### config.mk
export PLATFORM = sky130hd
export DESIGN_NAME = rs_reg_bank
export DESIGN_NICKNAME = d
export VERILOG_FILES = /design/src/rtl/rs_reg_bank.sv
export SDC_FILE = /design/constraint.sdc
export NUM_CORES = 1
export LEC_CHECK = 0
export ABC_AREA = 1
export CAP_MARGIN = 5
export CORE_ASPECT_RATIO = 1.1
export CORE_MARGIN = 4
export CORE_UTILIZATION = 40
export DETAILED_ROUTE_END_ITERATION = 7
export GPL_TIMING_DRIVEN = 0
export HOLD_SLACK_MARGIN = 0.08
export PLACE_DENSITY = 0.78
export SETUP_SLACK_MARGIN = 0.15
export SKIP_LAST_GASP = 1
export SLEW_MARGIN = 20
export SYNTH_ARGS = -nofsm -noshare
export SYNTH_HDL_FRONTEND = slang
export SYNTH_SLANG_ARGS = --single-unit
### constraint.sdc
create_clock -name C -period 1.35 [get_ports C]
set_input_delay 0.135 -clock C [delete_from_list [all_inputs] [get_ports C]]
set_output_delay 0.135 -clock C [all_outputs]
set_load 0.02 [all_outputs]
### src/rtl/rs_reg_bank.sv
// rs_reg_bank: bank of clocked SR channels with a selectable S=R=1 policy.
// Ports: C/CLR clock+async reset, EN, S/R requests, ERR_CLR; Q/Qn/CHG, CONFLICT/CONF_CNT status.
module rs_reg_bank #(
  parameter int WIDTH = 8,
  parameter int CONF_MODE = 0,
  parameter int CNT_W = 4,
  parameter logic [WIDTH-1:0] INIT = '0
) (
  input  logic             C,
  input  logic             CLR,
  input  logic             EN,
  input  logic [WIDTH-1:0] S,
  input  logic [WIDTH-1:0] R,
  input  logic             ERR_CLR,
  output logic [WIDTH-1:0] Q,
  output logic [WIDTH-1:0] Qn,
  output logic [WIDTH-1:0] CHG,
  output logic             CONFLICT,
  output logic [CNT_W-1:0] CONF_CNT
);

  // Out-of-range policy codes fold onto hold.
  localparam int MODE =
    (CONF_MODE >= 0 && CONF_MODE <= 3) ? CONF_MODE : 0;

  localparam logic [CNT_W-1:0] CNT_MAX = {CNT_W{1'b1}};

  logic [WIDTH-1:0] r_q;
  logic [WIDTH-1:0] r_chg;
  logic             r_conf;
  logic [CNT_W-1:0] r_cnt;

  logic [WIDTH-1:0] w_both;
  logic [WIDTH-1:0] w_set;
  logic [WIDTH-1:0] w_rst;
  logic [WIDTH-1:0] w_base;
  logic [WIDTH-1:0] w_q_nxt;
  logic             w_conf_cyc;
  logic [CNT_W-1:0] w_cnt_inc;
  logic             w_conf_nxt;
  logic [CNT_W-1:0] w_cnt_nxt;

  assign w_both = S & R;
  assign w_set  = S & ~R;
  assign w_rst  = R & ~S;

  // Unambiguous requests applied; conflicting bits still hold r_q here.
  assign w_base = (r_q | w_set) & ~w_rst;

  always_comb begin
    w_q_nxt = w_base;
    case (MODE)
      1:       w_q_nxt = w_base | w_both;
      2:       w_q_nxt = w_base & ~w_both;
      3:       w_q_nxt = w_base ^ w_both;
      default: w_q_nxt = w_base;
    endcase
  end

  // Any number of conflicting channels in one cycle is one event.
  assign w_conf_cyc = EN & (|w_both);

  assign w_cnt_inc =
    (r_cnt == CNT_MAX) ? r_cnt : r_cnt + CNT_W'(1);

  // A clear coincident with a new conflict restarts the count at 1.
  always_comb begin
    w_conf_nxt = r_conf;
    w_cnt_nxt  = r_cnt;
    if (ERR_CLR) begin
      w_conf_nxt = w_conf_cyc;
      w_cnt_nxt  = w_conf_cyc ? CNT_W'(1) : '0;
    end else if (w_conf_cyc) begin
      w_conf_nxt = 1'b1;
      w_cnt_nxt  = w_cnt_inc;
    end
  end

  always_ff @(posedge C or posedge CLR) begin
    if (CLR) begin
      r_q    <= INIT;
      r_chg  <= '0;
      r_conf <= 1'b0;
      r_cnt  <= '0;
    end else begin
      if (EN) begin
        r_q <= w_q_nxt;
      end
      r_chg  <= EN ? (w_q_nxt ^ r_q) : '0;
      r_conf <= w_conf_nxt;
      r_cnt  <= w_cnt_nxt;
    end
  end

  assign Q        = r_q;
  assign Qn       = ~r_q;
  assign CHG      = r_chg;
  assign CONFLICT = r_conf;
  assign CONF_CNT = r_cnt;

endmodule

==> results.yml, run 1 <==
timing:
  fin_crit_ps: 1170
  setup_viol: 0
  period_share: 0.863
  max_freq_mhz: 858
  worst_pin_slew_ps: 799
  hold_viol: 0
  rsz0062_at_grt: "yes"
  finClkSkew_ps: 1.82
  maxSlewViolCount: 0
  relSlewSlack: 0.467
drt:
  routed_wl_mm: 2.80
  drtIter0Drc: 18
  via_per_inst: 4.88
  dr_total_vias: 1059
  ant_nets: 0
  drc: 0
  dr.pass1.iters: 5
  wl_per_cell_um: 12.9
grt:
  grt_pass1_wl_mm: 4.40
  first_global_vias: 958
  grt_usage: 0.162
  antenna_found_initial: 0
  grt_start_max_net_pins: 22
  gr-total-overflow: 0
yosys:
  syn_nets: 153
  synthTopCellsByCount: "nand2_1 (39), dfrtp_1 (21), inv_1 (19)"
  synth_enable_flop_cells: 0
  synth.top_cell.area_share: 0.498
  synth_warnings: 0
  syn_area_per_cell_um2: 8.00
  yosysMostFrequentCell: "nand2_1"
  yosysTopAreaCell: "dfrtp_1"
  seq_area_frac_synth: 0.498
  netlist_instances: 132
  ys_types: 18
  async_flop_share: 1.00
  synth_area_leaders: "dfrtp_1 (50%), nand2_1 (14%), inv_1 (6.8%)"
  synthFlopType: "dfrtp_1"
  syn_area_um2: 1060
  ys_ff_latch: 21
cells_and_area:
  multiInputGateArea_um2: 444
  fillers: 235
  regArea_um2: 529
  area_delta_synth_final_pct: 47.3
  final_core_util: 0.617
  antenna_cells: 0
  stdcell_area_um2: 1560
  nNetsFinal: 208
  drive_gt1_frac: 0.156
pwr:
  p_int_w: 0.00106
  sw_frac_of_total: 0.358
  powerDensity_nw_per_um2: 1060
  leakagePower_nw: 0.827
  combPwrFrac: 0.358
  pwr-share-seq: 0.457
  vdd_drop_max_mv: 0.572
  p_sw_w: 0.000589
  clkPwrFrac: 0.185
setup_path:
  critPathLaunchType: "register"
  arrival_ps: 1030
  critPathKind: "reg2out"
  slowest_stage: "dfrtp_1"
  cp-end-kind: "output pin"
  r2r_slack_ps: 210
  cp_max_fo: 3
  cp.required_ps: 1220
  max_stage_delay_ps: 430
  critical_path.cell_chain: "inv_1 > clkbuf_2"
cts:
  ctsHtreeMaxLevel: 1
  path_clk_slew_ps: 110
  cts_made_buffers: 3
  cts_buffer_depth: 2
  clock-sinks: 21
  cts_tree: "yes"
  clk_latency_ps: 310
  clk_root_buffer_cell: "clkbuf_4"
floorplanning:
  die_w_um: 57.0
  chipHeight_um: 61.9
  start_util: 0.419
  boundaryPins: 49
  dieArea_um2: 3530
  core_um2: 2520
  row_count: 19
flow_run:
  maxCapViolCount: 0
place:
  post_dp_cell_area_um2: 1580
  numPortBuffers: 48
  dp_hpwl_mm: 2.16
  gp_congestion: 0.766
worst_hold_path:
  min_path_type: "in2async"
status:
  status: "finished clean"
-- critical path, delay by kind of cell (launching register included) --
family | cells | cell delay, ps
buf+inv | 2 | 290
flops | 1 | 430
-- layer usage --
layer / track usage / wire, um
met2: 0.308 / 1440
met1: 0.186 / 1130
met5: 0 / 0
met3: 0.0207 / 172
met4: 0.0695 / 51
-- placed cells by master, fill, tap and decap left out, drive strengths merged --
cell type      Yosys  routed
o22ai              3       3
inv               19      19
ha                 1       1
nand2             41      41
clkbuf             0       9
o2111ai            1       1
nand3             12      12
dfrtp             21      21
clkdlybuf4s50      0      19
dlygate4sd2        0      11
a21oi              5       5
o21ai             10      10
xnor2              1       1
nor2              14      14
a22o               1       1
buf                2      11
clkdlybuf4s15      0       6
xor2               1       1
-- power by group through the flow --
stage	combinational, W	sequential [W]	clock [W]
global placement	0.000647	0.000760	0
global route	0.000642	0.000763	0.000334
detailed placement	0.000660	0.000766	0
CTS	0.000582	0.000751	0.000316
floorplan	0.000237	0.000854	0
finish	0.000589	0.000752	0.000304
-- cells by family (layout without fill, tap and decap cells) --
logic type | count (synthesis) | count (layout) | synth area share
simple gates | 67 | 67 | 0.274
flops | 21 | 21 | 0.498
buf+inv | 21 | 75 | 0.0889
compound gates | 20 | 20 | 0.111
xor+xnor | 2 | 2 | 0.0166
fa+ha+maj | 1 | 1 | 0.0118
-- final cells by class --
type | count | area share
timing repair buffer | 50 | 0.272
clock buffer | 4 | 0.0169
sequential | 21 | 0.340
multi-input combinational | 90 | 0.286
inverter | 19 | 0.0459
buffer | 2 | 0.0145
tap | 31 | 0.0249
-- through the flow --
step / cells / setup TNS (ps) / worst slack, ps / hold WS [ps] / total power, W
floorplan: 132 / 0 / 162 / 111 / 0.00109
global placement: 211 / 0 / 11.3 / 449 / 0.00141
detailed placement: 211 / -17.7 / -11.6 / 455 / 0.00143
CTS: 215 / 0 / 11.1 / 293 / 0.00165
global route: 217 / 0 / 141 / 353 / 0.00174
finish: 217 / 0 / 185 / 268 / 0.00164
-- timing repair --
item | in CTS | in global routing
gates cloned | 0 | 0
resized for setup | 57 | 13
setup endpoints to repair | 33 | 15
hold buffers | 0 | 0
pin swaps | 0 | 1
setup buffers | 0 | 2
-- path summary, 6_finish.rpt --
kind,startpoint,to,cells after the start
setup / recovery,Q[7]$_DFFE_PP0P_,Qn[7],2
hold / removal,CLR,Q[4]$_DFFE_PP0P_,2
setup reg to reg,CONF_CNT[0]$_DFFE_PP0P_,CONF_CNT[3]$_DFFE_PP0P_,5
hold reg to reg,Q[6]$_DFFE_PP0P_,CHG[6]$_DFF_PP0_,1
max in group asynchronous,CLR,CONF_CNT[2]$_DFFE_PP0P_,2
min in group C,R[4],CHG[4]$_DFF_PP0_,3
-- sequential cells by signal, summed over array words and instances (netlist names) --
register,cells
CONFLICT,1
CONF_CNT,4
Q,8
CHG,8
(Power assumes the default switching activity.)
==> run 2, diff against run 1 <==
--- a/config.mk
+++ b/config.mk
@@ -9,11 +9,11 @@
 export CAP_MARGIN = 5
 export CORE_ASPECT_RATIO = 1.1
 export CORE_MARGIN = 4
-export CORE_UTILIZATION = 40
+export CORE_UTILIZATION = 36
 export DETAILED_ROUTE_END_ITERATION = 7
 export GPL_TIMING_DRIVEN = 0
 export HOLD_SLACK_MARGIN = 0.08
-export PLACE_DENSITY = 0.78
+export PLACE_DENSITY = 0.74
 export SETUP_SLACK_MARGIN = 0.15
 export SKIP_LAST_GASP = 1
 export SLEW_MARGIN = 20
==> constraint.sdc (replaced) <==
create_clock -name C -period 0.9 [get_ports C]
set_input_delay 0.09 -clock C [delete_from_list [all_inputs] [get_ports C]]
set_output_delay 0.09 -clock C [all_outputs]
set_load 0.02 [all_outputs]
==> results.yml, run 2 (synthesized netlist as in run 1, its figures left out) <==
drt:
  routed_wl_mm: 3.25
  drc: 0
  via_per_inst: 4.97
  drtIter0Drc: 28
  dr_total_vias: 1144
  ant_nets: 0
  dr.pass1.iters: 4
  wl_per_cell_um: 14.1
floorplanning:
  chipHeight_um: 64.8
  start_util: 0.380
  die_w_um: 59.6
  boundaryPins: 49
  core_um2: 2780
  row_count: 20
  dieArea_um2: 3860
pwr:
  powerDensity_nw_per_um2: 1520
  leakagePower_nw: 0.985
  vdd_drop_max_mv: 0.848
setup_path:
  crit_top_cell: "nand3_4"
  critPathKind: "reg2reg"
  r2r_slack_ps: -190
  r2r_start: "CONF_CNT[0]$_DFFE_PP0P_"
  cp-end-kind: "register"
  critPathLaunchType: "register"
  cp_max_fo: 5
  critical_path.cell_chain: "ha_4 > nand3_4 > nand3_4 > nand3_1 > nand2_1"
  max_stage_delay_ps: 470
  cp.required_ps: 1100
  crit_buf_inv: 0
  slowest_stage: "dfrtp_2"
  critical_path.top_delay_family: "flip-flops"
  arrival_ps: 1290
  r2r-end: "CONF_CNT[3]$_DFFE_PP0P_"
  worst-r2r-cell-count: 5
timing:
  period_share: 1.21
  worst_pin_slew_ps: 479
  fin_ws_ps: -191
  setup_viol: 40
  max_freq_mhz: 917
  finClkSkew_ps: 2.04
  fin_crit_ps: 1090
  maxSlewViolCount: 0
  rsz0062_at_grt: "yes"
  relSlewSlack: 0.680
  tns_ps: -3440
  hold_viol: 0
cells_and_area:
  fillers: 235
  regArea_um2: 542
  stdcell_area_um2: 1930
  final_common_cell: "buf_6"
  nNetsFinal: 219
  antenna_cells: 0
  area_delta_synth_final_pct: 82.7
  drive_gt1_frac: 0.482
  multiInputGateArea_um2: 549
  layout.cells.most_common_list: "buf_6 (40), nand2_1 (34), dfrtp_2 (13), nor2_1 (12), inv_1 (9)"
cts:
  clk_latency_ps: 300
  hold_buffers: 0
  path_clk_slew_ps: 120
  cts_tree: "yes"
  cts_made_buffers: 3
  clk_root_buffer_cell: "clkbuf_4"
  clock-sinks: 21
  cts_buffer_depth: 2
  ctsHtreeMaxLevel: 1
grt:
  grt_usage: 0.174
  grt_start_max_net_pins: 22
  first_global_vias: 1234
  grt_pass1_wl_mm: 5.22
  gr-total-overflow: 0
  antenna_found_initial: 0
status:
  failed_checks: "negative setup slack"
  status: "finished, violations left"
worst_hold_path:
  min_to: "Q[1]$_DFFE_PP0P_"
  min_path_type: "in2reg"
  hold_depth: 3
  hp-start: "S[1]"
place:
  numPortBuffers: 48
  gp_congestion: 0.775
  dp_slack_ps: -438
  dp_hpwl_mm: 2.21
  post_dp_cell_area_um2: 1660
flow_run:
  maxCapViolCount: 0
## run 2: cell types whose count changed in the layout (fill, tap and decap cells not counted), moves of 5 or more
cell and change:
clkdlybuf4s50_1 -13, clkdlybuf4s15_1 -5, dfrtp_2 +10, dlymetal6s2s_1 +6, dfrtp_1 -10, clkbuf_2 -5, inv_1 -10, nand2_1 -5
buf_2 -6, o21ai_1 -5, inv_4 +8, buf_6 +38
## run 2: worst max-delay path by stage
stage / from / to / slack (ps) / cells past startpoint
after floorplan: CONF_CNT[0]$_DFFE_PP0P_ / CONF_CNT[0]$_DFFE_PP0P_ / -180 / 5
after global placement: R[5] / CONF_CNT[1]$_DFFE_PP0P_ / -400 / 9
after detailed placement: R[5] / CONF_CNT[3]$_DFFE_PP0P_ / -440 / 9
after CTS: CONF_CNT[1]$_DFFE_PP0P_ / CONF_CNT[0]$_DFFE_PP0P_ / -190 / 5
after global routing: CONF_CNT[1]$_DFFE_PP0P_ / CONF_CNT[2]$_DFFE_PP0P_ / -240 / 6
final: CONF_CNT[0]$_DFFE_PP0P_ / CONF_CNT[3]$_DFFE_PP0P_ / -190 / 5
## run 2: area by class of cell
cell class                 count  share of cell area
buffer                         2              0.0117
timing repair buffer          61               0.338
tap                           33              0.0214
inverter                      19              0.0493
multi-input combinational     90               0.285
clock buffer                   3              0.0117
clock inverter                 1             0.00259
sequential                    21               0.281
## run 2: repair_timing
| item | CTS | global route |
|---|---|---|
| resized for setup | 192 | 24 |
| pin swaps | 13 | 14 |
| cloned | 0 | 0 |
| endpoints found under the setup margin | 71 | 50 |
| setup buffers | 11 | 2 |
## run 2: per-layer routing
metal	up-vias	wire, um	share of wire	track usage
met5	-	0	0	0
met3	4	196	0.060	0.0418
met2	34	1830	0.56	0.335
met4	0	26	0.0080	0.0416
met1	554	1200	0.37	0.181
li1	552	-	-	-
## run 2: power by group
group / total, W / internal (W) / switching, W / leakage (nW)
Combinational: 0.00128 / 0.000648 / 0.000636 / 0.715
Clock: 0.000459 / 0.000165 / 0.000294 / 0.0177
Sequential: 0.00120 / 0.00107 / 0.000131 / 0.253
Total: 0.00294 / 0.00188 / 0.00106 / 0.985
## run 2: worst min-delay path, stage by stage
cell,delay [ps]
dlymetal6s2s_1,120
nor2_1,70
o22ai_1,100
## run 2: metrics by stage
| stage | hold slack [ps] | std cells | power (W) | util |
|---|---|---|---|---|
| after global routing | 144 | 230 | 0.00313 | 0.695 |
| after CTS | 157 | 228 | 0.00287 | 0.657 |
| after floorplan | 65.8 | 132 | 0.00173 | - |
| final | 126 | 230 | 0.00294 | 0.695 |
| after detailed placement | 485 | 213 | 0.00224 | 0.596 |
| after global placement | 480 | 213 | 0.00221 | 0.596 |
==> RTL edit 1: new RTL, config.mk and constraints of run 2 <==
Add an input register stage for `EN`, `S`, `R` and `ERR_CLR`, without a reset; this delays them by one clock.
--- a/src/rtl/rs_reg_bank.sv
+++ b/src/rtl/rs_reg_bank.sv
@@ -26,4 +26,16 @@
   localparam logic [CNT_W-1:0] CNT_MAX = {CNT_W{1'b1}};
 
+  logic EN_q;
+  logic [WIDTH-1:0] S_q;
+  logic [WIDTH-1:0] R_q;
+  logic ERR_CLR_q;
+
+  always_ff @(posedge C) begin
+    EN_q      <= EN;
+    S_q       <= S;
+    R_q       <= R;
+    ERR_CLR_q <= ERR_CLR;
+  end
+
   logic [WIDTH-1:0] r_q;
   logic [WIDTH-1:0] r_chg;
@@ -41,7 +53,7 @@
   logic [CNT_W-1:0] w_cnt_nxt;
 
-  assign w_both = S & R;
-  assign w_set  = S & ~R;
-  assign w_rst  = R & ~S;
+  assign w_both = S_q & R_q;
+  assign w_set  = S_q & ~R_q;
+  assign w_rst  = R_q & ~S_q;
 
   // Unambiguous requests applied; conflicting bits still hold r_q here.
@@ -59,5 +71,5 @@
 
   // Any number of conflicting channels in one cycle is one event.
-  assign w_conf_cyc = EN & (|w_both);
+  assign w_conf_cyc = EN_q & (|w_both);
 
   assign w_cnt_inc =
@@ -68,5 +80,5 @@
     w_conf_nxt = r_conf;
     w_cnt_nxt  = r_cnt;
-    if (ERR_CLR) begin
+    if (ERR_CLR_q) begin
       w_conf_nxt = w_conf_cyc;
       w_cnt_nxt  = w_conf_cyc ? CNT_W'(1) : '0;
@@ -84,8 +96,8 @@
       r_cnt  <= '0;
     end else begin
-      if (EN) begin
+      if (EN_q) begin
         r_q <= w_q_nxt;
       end
-      r_chg  <= EN ? (w_q_nxt ^ r_q) : '0;
+      r_chg  <= EN_q ? (w_q_nxt ^ r_q) : '0;
       r_conf <= w_conf_nxt;
       r_cnt  <= w_cnt_nxt;
Formal check against the unedited RTL: not equivalent (Yosys sat finds a counterexample within 4 cycles, from zero or initial values).
==> RTL edit 1 against run 2 <==
  * The flow still finishes with violations (negative setup slack)
  * First-iteration DRC count grew 25%
  * Clock power rose to 2.8 times the old value
  * Wire length up 11%
  * Sequential cell count increased by 18
  * Final area increased by 38%
  * Total power rose by 65%
  * Area after synthesis rose by 35%
  * Count of clock-buffer cells in the layout grew 4
  * Setup slack got worse by 24 ps
  * Highest routed layer unchanged
==> RTL edit 1: results (changes against run 2) <==
DPL Wire Length: 2.17 mm (-1.6%)
Syn Nets: 170 (+11%)
GRT Total Usage: 14.3% (-3.1 points)
Hold WC Path Type: in -> async
Placed insts: 247 (+16%)
Area contributors post-synth: dfrtp_1 (37%), dfxtp_1 (25%), nand2_1 (9.7%), o21ai_0 (4.9%), inv_1 (4.7%)
Psw: 1.45 mW (+37%)
Root buf cell: clkbuf_8
Per-cell routed wire length: 12.7 um (-10%)
TritonCTS buffer count: 5 (+2)
Met1 usage: 14.4% (-3.7 points)
First-pass GRT wire length: 5.03 mm (-3.7%)
Slew HR: 69.5% (+1.5 points)
Final setup margin: -215 ps (-24.1 ps)
CP arrival: 1350 ps (+60 ps)
Via density: 4.56 (-8.4%)
Final Wtd Congestion: 0.727 (-6.3%)
Clock Skews: 6.43 ps (+4.38 ps)
Violated checks: negative setup slack
CTS clk-pin slew, worst paths: 80 ps (-40 ps)
Register area share after synthesis: 62.0% (+12 points)
Leakage power: 1.23 nW (+25%)
Synthesized area per cell: 9.59 um2 (+20%)
Share of layout cells above drive strength 1: 61.8% (+14 points)
Share of flip-flops with an asynchronous set or reset: 53.8% (-46 points)
Aggregate negative setup slack: -2830 ps (+613 ps)
Outcome: finished with violations
Routing usage on met2: 24.5% (-9.0 points)
Final setup fails: 34 (-15%)
H-Tree Depth: 2 (+1)
WL final: 3.60 mm (+11%)
Vias in the first global route: 1146 (-7.1%)
M3 GR Usage: 5.59% (+1.4 points)
RTL edit 1: power by group through the flow:
| stage | clock network [mW] | registers, mW | logic, mW |
|---|---|---|---|
| 2_1_floorplan | 0 | 2.22 | 0.409 |
| 3_3_place_gp | 0 | 2.09 | 1.01 |
| 3_5_place_dp | 0 | 2.09 | 1.02 |
| 4_1_cts | 1.34 | 2.07 | 1.25 |
| 5_1_grt | 1.41 | 2.11 | 1.57 |
| 6_report | 1.30 | 2.09 | 1.48 |
RTL edit 1: area by class of cell:
cell class	count	area, um2
Fill cell	266	1080
Tap cell	50	62.6
Clock inverter	1	7.51
Buffer	3	45.0
Multi-Input combinational cell	88	641
Clock buffer	7	96.3
Inverter	19	109
Sequential cell	39	915
Timing Repair Buffer	76	786
RTL edit 1: what timing repair did:
item / in CTS / in global routing
setup endpoints to repair: 70 / 50
cloned: 1 / 0
hold endpoints to repair: 0 / 0
hold buffers: 0 / 0
resized for setup: 191 / 51
buffers inserted: 18 / 9
pin swaps: 5 / 20
RTL edit 1: cell families after synthesis:
| logic type | share of synthesized area (%) |
|---|---|
| compound gates | 9.02 |
| simple gates | 19.5 |
| fa+ha+maj | 0.876 |
| buf+inv | 7.35 |
| flops | 62.0 |
| xor+xnor | 1.23 |
RTL edit 1: worst paths after layout:
check                              end  slack (ps)  cells past startpoint
setup reg to reg           CONF_CNT[1]        -210                      6
setup / recovery           CONF_CNT[1]        -210                      6
hold reg to reg                 CHG[2]         510                      1
max in group asynchronous         Q[2]         440                      2
hold / removal                  CHG[1]         150                      2
min in group C                  R_q[5]         230                      1
RTL edit 1: layer usage:
layer  wire [um]  vias to the layer above
met1        1320                      606
met5           0                        -
li1            -                      639
met2        1960                       36
met4          87                        0
met3         236                        9
RTL edit 1: through the flow:
step                      utilization, %  setup slack [ps]  power (mW)  instance area (um2)  hold WS [ps]
final                               71.1              -215        4.86                 2660           146
after global routing                71.1              -260        5.09                 2660           183
after CTS                           64.5              -185        4.66                 2410           163
after detailed placement            55.0              -315        3.11                 2060           493
after global placement              55.0              -317        3.09                 2060           485
after floorplan                        -              -173        2.63                 1520          65.8
==> RTL edit 2: new RTL, flow settings as in run 2 <==
Without the edit above. `CONF_MODE`: 0 -> 1.
--- a/src/rtl/rs_reg_bank.sv
+++ b/src/rtl/rs_reg_bank.sv
@@ -3,5 +3,5 @@
 module rs_reg_bank #(
   parameter int WIDTH = 8,
-  parameter int CONF_MODE = 0,
+  parameter int CONF_MODE = 1,
   parameter int CNT_W = 4,
   parameter logic [WIDTH-1:0] INIT = '0
Check against the original RTL: not equivalent (a bounded check fails within 4 cycles, from zero or initial values).
==> RTL edit 2 against run 2 <==
  * The run still ends with negative setup slack left
  * Total power decreased by 3.9%
  * Area after synthesis decreased by 3.4%
  * Critical endpoint is now CONF_CNT[2]
  * Highest routed layer unchanged
  * Setup slack got worse by 7.9 ps
  * Wire length increased by 17%
  * Critical path depth unchanged
  * Sequential cell count unchanged
  * First-iteration DRC count increased by 18%
  * Combinational power decreased by 5%
  * Final area increased by 6.2%
  * Sequential power decreased by 3%
  * Clock skew increased by 8.8 ps
==> RTL edit 2: results (changes against run 2) <==
Outcome: finished with violations
Violated checks: negative setup slack
Hold Path End: CHG[1]
Per-cell routed wire length: 17.0 um (+20%)
Psw: 0.996 mW (-6.0%)
Leakage power: 1.03 nW (+4.7%)
First-pass GRT wire length: 5.08 mm (-2.8%)
GRT Total Usage: 17.1% (-0.31 points)
Area contributors post-synth: dfrtp_1 (52%), nand2_1 (9.6%), o21ai_1 (6.9%), inv_1 (5.5%), o21bai_1 (4.4%)
Clock Skews: 10.9 ps (+8.84 ps)
Place WS: -454 ps (-15.7 ps)
Comb pwr share: 42.7% (-0.9 points)
Placed insts: 199 (-6.6%)
Post-Synth XOR/XNOR Area: 3.44% (+1.8 points)
Crit Reg-Reg Endpoint: CONF_CNT[2]
Routing usage on met2: 30.8% (-2.7 points)
Final setup margin: -198 ps (-7.90 ps)
Clock share of power: 16.1% (+0.5 points)
Syn Nets: 141 (-7.8%)
Synth Instances: 120 (-9.1%)
Hold WS: 136 ps (+10.4 ps)
Slowest stage cell, crit path: dfrtp_2
Final setup fails: 44 (+10%)
Routed vias: 1142 (-0.17%)
Util after Layout: 78.4% (+8.9 points)
Met1 usage: 19.5% (+1.5 points)
Antenna Nets Post-Route: 0 (unchanged)
Met1 WL: 1.45 mm (+21%)
Share of layout cells above drive strength 1: 57.5% (+9.3 points)
Met3 wire len: 241 um (+23%)
Transition time of the tightest slew-check pin: 501 ps (+22.1 ps)
DP Area: 1610 um2 (-3.0%)
Initial DRC Count: 33 (+18%)
Power Density: 1380 nW/um2 (-9.5%)
Post-CTS Hold Fix Bufs: 0 (unchanged)
Final Wtd Congestion: 0.679 (-12%)
Synth Area in Adders: 1.23% (+0.042 points)
Aggregate negative setup slack: -4000 ps (-551 ps)
Met2 wire len: 2.09 mm (+14%)
Register area share after synthesis: 51.5% (+1.8 points)
Setup bufs post-CTS: 17 (+6)
Hold path startpoint: R[1]
Synth Area in Compound Gates: 16.9% (+5.8 points)
M3 GR Usage: 4.63% (+0.44 points)
# nets final: 215 (-1.8%)
Via density: 5.10 (+2.5%)
==> RTL edit 2: changes by cell type in the layout (fill, tap and decap cells not counted), sizes merged, moves of 2 or more <==
| cell | run 2 | this run |
|---|---|---|
| a21oi | 5 | 8 |
| buf | 44 | 52 |
| dlygate4sd2 | 7 | 2 |
| dlymetal6s2s | 6 | 12 |
| nand2 | 41 | 28 |
| nand3 | 12 | 7 |
| nor2 | 14 | 9 |
| o21ai | 10 | 14 |
| o21bai | 0 | 6 |
| o22ai | 3 | 0 |
| xnor2 | 1 | 3 |
==> RTL edit 2: how the worst max path moves through the flow <==
stage / start / endpoint / cells past startpoint
final: CONF_CNT[0] / CONF_CNT[2] / 5
after global routing: CONF_CNT[1] / CONF_CNT[1] / 5
after CTS: CONF_CNT[0] / CONF_CNT[3] / 6
after detailed placement: S[1] / CONF_CNT[1] / 9
after global placement: S[1] / CONF_CNT[1] / 9
after floorplan: CONF_CNT[0] / CONF_CNT[0] / 5
==> RTL edit 2: kinds of logic (layout without fill, tap and decap cells) <==
| family | after synthesis | count (layout) |
|---|---|---|
| flip-flops | 21 | 21 |
| XOR/XNOR | 4 | 4 |
| buffers and inverters | 20 | 93 |
| AO/OA/AOI/OAI | 30 | 30 |
| adder cells (fa/ha/maj) | 1 | 1 |
| AND/OR/NAND/NOR | 44 | 44 |
==> RTL edit 2: final cells by class <==
type	count	area, um2	area share, %
well taps	31	38.8	1.89
repair buffers	69	723	35.3
multi-input cells	79	616	30.0
inverters	18	91.3	4.46
flip-flops and latches	21	542	26.4
plain buffers	2	12.5	0.610
clock buffers	4	26.3	1.28
==> RTL edit 2: worst register-to-register path, delay by kind of cell (launching register included) <==
| kind | cells | cell delay (ps) |
|---|---|---|
| DFF | 1 | 460 |
| and+or+nand+nor | 4 | 360 |
| adders and majority gates | 1 | 180 |
